**config.mk**
```make
export PLATFORM = sky130hd
export DESIGN_NAME = sha256_msg_padder
export DESIGN_NICKNAME = d
export VERILOG_FILES = /design/src/rtl/sha256_msg_padder.sv
export SDC_FILE = /design/constraint.sdc
export NUM_CORES = 1
export LEC_CHECK = 0
export CAP_MARGIN = 20
export CORE_AREA = 2 2 109 111
export CTS_BUF_LIST = sky130_fd_sc_hd__clkbuf_2 sky130_fd_sc_hd__clkbuf_4 sky130_fd_sc_hd__clkbuf_8
export CTS_CLUSTER_DIAMETER = 200
export DETAILED_ROUTE_END_ITERATION = 10
export DIE_AREA = 0 0 111 113
export GPL_ROUTABILITY_DRIVEN = 0
export PLACE_DENSITY_LB_ADDON = 0.25
export SLEW_MARGIN = 40
export SYNTH_ARGS = -nofsm -noshare
export SYNTH_HDL_FRONTEND = slang
export SYNTH_SLANG_ARGS = --single-unit
```
**constraint.sdc**
```tcl
create_clock -name clk -period 8.2 [get_ports clk]
set_clock_uncertainty 0.05 [all_clocks]
set_input_delay 1.64 -clock clk [delete_from_list [all_inputs] [get_ports clk]]
set_output_delay 1.64 -clock clk [all_outputs]
set_load 0.005 [all_outputs]
```
**src/rtl/sha256_msg_padder.sv**
```systemverilog
// Streaming SHA-256 padder: forwards message beats, then 0x80, zero fill
// and the 64-bit big-endian bit length, with block/message framing flags.
module sha256_msg_padder #(
   parameter int DATA_W = 8,
   parameter int LEN_W  = 64
) (
   input  logic                      clk,
   input  logic                      reset,
   input  logic [DATA_W-1:0]         in_data,
   input  logic                      in_valid,
   output logic                      in_ready,
   input  logic                      in_last,
   input  logic [$clog2(DATA_W/8):0] in_nbytes,
   output logic [DATA_W-1:0]         out_data,
   output logic                      out_valid,
   input  logic                      out_ready,
   output logic                      out_sob,
   output logic                      out_eob,
   output logic                      out_first,
   output logic                      out_last,
   output logic                      busy
);
   localparam int NB        = DATA_W / 8;
   localparam int NBW       = $clog2(NB) + 1;
   localparam int BPB       = 512 / DATA_W;
   localparam int LEN_BEATS = 64 / DATA_W;
   localparam int BCW       = $clog2(BPB);
   localparam int CW        = LEN_W - 3;
   localparam logic [BCW-1:0] LEN_PRE  = BCW'(BPB - LEN_BEATS - 1);
   localparam logic [BCW-1:0] LAST_IDX = BCW'(BPB - 1);
   localparam logic [NBW-1:0] NB_V     = NBW'(NB);

   typedef enum logic [2:0] {S_IDLE, S_DATA, S_PAD80, S_ZERO, S_LEN} state_t;

   state_t            state_q, state_d;
   logic [BCW-1:0]    beat_cnt_q;
   logic [CW-1:0]     byte_cnt_q;
   logic              blk0_q, busy_q;
   logic [DATA_W-1:0] data_q, data_d, ins_data, len_data;
   logic              valid_q, sob_q, eob_q, first_q, last_q, last_d;
   logic              load, acc, emit, fill, done, first_c;
   logic [63:0]       len64;
   logic [BCW-1:0]    len_rem;

   assign load     = !valid_q || out_ready;
   assign in_ready = !reset && load && (state_q == S_IDLE || state_q == S_DATA);
   assign acc      = in_valid && in_ready;
   assign done     = (state_q == S_LEN) && last_q && valid_q && out_ready;
   assign first_c  = (state_q == S_IDLE) || blk0_q;
   assign len64    = 64'({byte_cnt_q, 3'b000});
   // Length beats occupy the tail of the block; remaining index picks the slice.
   assign len_rem  = LAST_IDX - beat_cnt_q;
   assign len_data = DATA_W'(len64 >> (32'(len_rem) * DATA_W));

   always_comb begin
      ins_data = '0;
      for (int i = 0; i < NB; i++) begin
         if (i < int'(in_nbytes))
            ins_data[DATA_W-1-8*i -: 8] = in_data[DATA_W-1-8*i -: 8];
         else if (i == int'(in_nbytes))
            ins_data[DATA_W-1-8*i -: 8] = 8'h80;
      end
   end

   always_comb begin
      emit    = 1'b0;
      fill    = 1'b0;
      last_d  = 1'b0;
      data_d  = '0;
      state_d = state_q;
      unique case (state_q)
         S_IDLE, S_DATA: if (acc) begin
            emit = 1'b1;
            if (!in_last) begin
               data_d  = in_data;
               state_d = S_DATA;
            end else if (in_nbytes >= NB_V) begin
               data_d  = in_data;
               state_d = S_PAD80;
            end else begin
               data_d = ins_data;
               fill   = 1'b1;
            end
         end
         S_PAD80: if (load) begin
            emit   = 1'b1;
            data_d = DATA_W'(8'h80) << (DATA_W - 8);
            fill   = 1'b1;
         end
         S_ZERO: if (load) begin
            emit = 1'b1;
            if (beat_cnt_q == LEN_PRE) state_d = S_LEN;
         end
         S_LEN: begin
            if (done) begin
               state_d = S_IDLE;
            end else if (load && !last_q) begin
               emit   = 1'b1;
               data_d = len_data;
               last_d = (beat_cnt_q == LAST_IDX);
            end
         end
         default: state_d = S_IDLE;
      endcase
      if (fill) state_d = (beat_cnt_q == LEN_PRE) ? S_LEN : S_ZERO;
   end

   always_ff @(posedge clk or posedge reset) begin
      if (reset) begin
         state_q    <= S_IDLE;
         beat_cnt_q <= '0;
         byte_cnt_q <= '0;
         blk0_q     <= 1'b0;
         busy_q     <= 1'b0;
         data_q     <= '0;
         valid_q    <= 1'b0;
         sob_q      <= 1'b0;
         eob_q      <= 1'b0;
         first_q    <= 1'b0;
         last_q     <= 1'b0;
      end else begin
         state_q <= state_d;
         if (load) begin
            valid_q <= emit;
            data_q  <= data_d;
            sob_q   <= emit && (beat_cnt_q == '0);
            eob_q   <= emit && (beat_cnt_q == LAST_IDX);
            first_q <= emit && first_c;
            last_q  <= last_d;
         end
         if (emit) begin
            beat_cnt_q <= beat_cnt_q + BCW'(1);
            blk0_q     <= first_c && (beat_cnt_q != LAST_IDX);
         end
         if (acc) begin
            byte_cnt_q <= byte_cnt_q + (in_last ? CW'(in_nbytes) : CW'(NB));
            busy_q     <= 1'b1;
         end
         if (done) begin
            busy_q     <= 1'b0;
            byte_cnt_q <= '0;
            beat_cnt_q <= '0;
         end
      end
   end

   assign out_data  = data_q;
   assign out_valid = valid_q;
   assign out_sob   = sob_q;
   assign out_eob   = eob_q;
   assign out_first = first_q;
   assign out_last  = last_q;
   assign busy      = busy_q;
endmodule

```
# Yosys cells after proc, flatten, opt, wreduce, memory -nomap -nowiden
# Cells that the tools add are included.
# word_totals
reg_bits	85
in_bits	14
output_inout_bits	15
word_cells	90
# op_classes
addsub	3
order_cmp	2
n_eq_ne	13
n_shift	1
n_mux	36
n_reduce_logical	24
# ops
cell	count
61-bit 2-to-1 mux	2
64-bit by 9-bit right shift with 8-bit output	1
61-bit by 1-bit adder with 61-bit output	1
8-bit 2-to-1 mux	7
3-bit 2-to-1 mux	8
8-bit case mux with 3 select lines	1
1-bit 2-to-1 mux	13
6-bit == test, second input constant	2
6-bit 2-to-1 mux	2
3-bit != test, second input constant	4
3-bit case mux with 4 select lines	1
1-bit logical AND	11
6-bit by 1-bit adder with 6-bit output, second input constant	1
3-bit by 2-bit == test with 1-bit output, second input constant	2
6-bit logical NOT	1
6-bit != test, second input constant	1
6-bit AND reduction	1
6-bit subtractor, first input constant	1
4-bit != test, second input constant	1
2-bit nonzero test	2
2-bit OR reduction	2
3-bit by 1-bit == test with 1-bit output, second input constant	1
3-bit == test, second input constant	1
1-bit logical NOT	3
other kinds (7)	9

# Longest topological paths before layout
# depth
depth_word	9
mapped_depth	10
ltp_nobuf	8

# Worst setup path after synthesis
# No wires, ideal clock.
# synth_timing
path_kind	in2out
startpoint	input out_ready
endpoint	output in_ready
arrival_ps	2268
required_time_ps	6510
slack_ps	4242
cell_stages	3
path_cell_list	nor2b_1 -> clkbuf_1 -> nor3_1
# synth_via
elab_chain_cells	3
# synth_rtl
element	line_no	text
start, declared	16	input logic out_ready,
1-bit logical OR	45	assign load = !valid_q || out_ready;
1-bit logical AND (2 in a row)	46	assign in_ready = !reset && load && (state_q == S_IDLE || state_q == S_DATA);
end, declared	11	output logic in_ready,
# Every way passes these cells.

# Worst setup path in the final report
# Same ends and word-level chain as after synthesis.

==> flow_metrics.tcl <==
set metrics [dict create \
    ios 29 \
    path_class "in -> out" \
    diodes 0 \
    tns_ns 0 \
    cellPowerDensity_mw_per_mm2 202 \
    drive_gt1_share_pct 8.76 \
    cts_tree "done" \
    grtUsageTotal_pct 20.9 \
    post_cts.repair.setup_buffers 0 \
    worst_slew_pin_slew_ns 0.754 \
    layout_commonest_cell "dfrtp_1" \
    fin_nets 562 \
    finalHoldViolCount 0 \
    synthFlopType "dfrtp_1" \
    p_comb_share_pct 23.6 \
    wl_per_cell_um 18.1 \
    ys_ff_latch 85 \
    p_seq_share_pct 49.1 \
    postPlaceCellArea_mm2 0.00534 \
    crit_path_top_delay_cell "nor2b_2" \
    crit_fanout 15 \
    antenna_found_initial 0 \
    crit_chain "clkdlybuf4s50_1, nor2b_2, nor3_1, clkdlybuf4s50_1" \
    synth_fp_nets 553 \
    drcViolationCount 0 \
    ant_nets 0 \
    place_inst 676 \
    cp.arrival_ns 3.19 \
    post_cts_resized 0 \
    drv_cap 0 \
    grt_pass1_wl_um 21300 \
    period_needed_ns 4.88 \
    grt_pass1_vias 4218 \
    hp-class "reg -> reg" \
    coreArea_mm2 0.0113 \
    drv_slew 0 \
    clkSinkCount 85 \
    p_leak_uw 0.00224 \
    p_switching_uw 365 \
    p_clk_share_pct 27.3 \
    crit_top_cell "clkdlybuf4s50_1" \
    clockBufferDepth 2 \
    h-tree-depth 3 \
    yosysSeqAreaShare_pct 42.9 \
    slowest_delay_ns 0.52 \
    clk_latency_ns 0.36 \
    nFillCells 1040 \
    syn_avg_cell_area_um2 9.28 \
    setup_viol 0 \
    die_h_um 113 \
    yosysWarnings 0 \
    final_cell_mix "84 x dfrtp_1, 55 x nand2_1, 41 x nor2_1" \
    ys_types 49 \
    num_rows 39 \
    die_w_um 111 \
    drt_iter0_markers 304 \
    max_slew_margin_pct 49.6 \
    vdd_drop_max_uv 98.2 \
    crit_path_end_kind "output port" \
    drt-total-wl_um 12500 \
    holdBufCountCts 0 \
    start_util_pct 44.0 \
    p_int_uw 753 \
    syn_inst 535 \
    hpwlAfterDp_um 8630 \
    finalCritPeriodShare_pct 59.5 \
    worstPathRequired_ns 6.51 \
    grt_max_degree 86 \
    rsz0062_at_grt "false" \
    dieArea_mm2 0.0125 \
    synthArstFlopShare_pct 100 \
    syn_to_final_growth_pct 11.7 \
    sw_frac_of_total_pct 32.7 \
    root_buffer "clkbuf_8" \
    viasPerCell 6.18 \
    syn_area_mm2 0.00496 \
    clock.fmax_mhz 205 \
    final_cell_area_mm2 0.00554 \
    final_cells 691 \
    synth_edf_count 0 \
    drt_pass1_iterations 4 \
    run_status "finished clean" \
    grt_overflow_total 0 \
    cts_buffers 9 \
    total_power_uw 1120 \
    critPathLaunchType "primary input" \
    portBuffers 28 \
    dr_total_vias 4270 \
    clk_pin_slew_worst_paths_ns 0.08 \
]
==> power groups by stage <==
stage	logic, uW	registers, uW	clock network [uW]
after floorplan	233	495	0
after global placement	254	554	0
after detailed placement	261	557	0
after CTS	264	547	310
after global routing	293	559	330
final	264	548	306
==> worst max-delay path, delay by kind of cell <==
kind | cells | cell delay, ns
buffers and inverters | 2 | 0.94
AND/OR/NAND/NOR | 2 | 0.61
==> cell usage after synthesis, drive strengths merged (12+ instances only) <==
| cell | count | share of area (%) |
|---|---|---|
| a21oi | 40 | 4.0 |
| and3 | 12 | 1.5 |
| clkbuf | 29 | 2.2 |
| dfrtp | 85 | 43 |
| mux2i | 18 | 3.6 |
| mux4 | 13 | 5.9 |
| nand2 | 55 | 4.2 |
| nand3 | 31 | 3.1 |
| nand4 | 27 | 3.5 |
| nor2 | 41 | 3.1 |
| nor3 | 14 | 1.4 |
| o21ai | 24 | 2.4 |
| o31ai | 14 | 2.1 |
| or3 | 14 | 1.8 |
| or4 | 15 | 2.3 |
==> worst paths after layout <==
check | from | end | slack (ns) | depth (start not counted)
worst min-delay path | out_first | out_first | 0.44 | 2
worst min register to register | out_first | out_first | 0.44 | 2
worst max register to register | state_q[1] | byte_cnt_q[44] | 4.98 | 5
worst max-delay path | out_ready | in_ready | 3.32 | 4
min in group asynchronous | reset | out_data[7] | 1.83 | 3
max in group asynchronous | reset | beat_cnt_q[0] | 5.76 | 3
==> cell type report <==
| type | instances | area (um^2) | area share, % |
|---|---|---|---|
| timing repair buffer | 30 | 302 | 5.44 |
| tap | 143 | 179 | 3.23 |
| clock buffer | 13 | 160 | 2.89 |
| multi-input combinational | 406 | 2690 | 48.6 |
| sequential | 85 | 2130 | 38.4 |
| inverter | 12 | 46.3 | 0.835 |
| clock inverter | 2 | 35.0 | 0.632 |
==> stage by stage <==
| stage | hold slack (ns) | setup WS (ns) | util (%) |
|---|---|---|---|
| floorplan | 0.408 | 4.24 | - |
| global placement | 0.419 | 3.07 | 47.2 |
| detailed placement | 0.425 | 3.33 | 47.4 |
| CTS | 0.444 | 3.32 | 49.1 |
| global route | 0.465 | 3.21 | 49.2 |
| finish | 0.437 | 3.32 | 49.2 |
==> logic make-up (layout without fill, tap and decap cells) <==
logic type / after synthesis / after routing / synth area share, %
simple gates: 244 / 244 / 26.2
compound gates: 105 / 105 / 13.0
flops: 85 / 85 / 42.9
buf+inv: 44 / 57 / 3.35
mux: 34 / 34 / 10.2
xor+xnor: 19 / 19 / 3.35
fa+ha+maj: 4 / 4 / 1.01
==> layer usage <==
layer / global-route usage (%) / vias to the layer above / routed length, um
met1: 29.4 / 2100 / 5760
met2: 32.8 / 135 / 5760
li1: - / 2015 / -
met5: 0 / - / 0
met3: 3.37 / 20 / 745
met4: 8.17 / 0 / 271
==> flip-flops by register name, summed over array words and instances, names as in the netlist <==
signal / cells
out_eob: 1
out_sob: 1
beat_cnt_q: 6
out_first: 1
out_last: 1
busy: 1
blk0_q: 1
out_valid: 1
byte_cnt_q: 61
out_data: 8
state_q: 3
(Power assumes the default switching activity.)
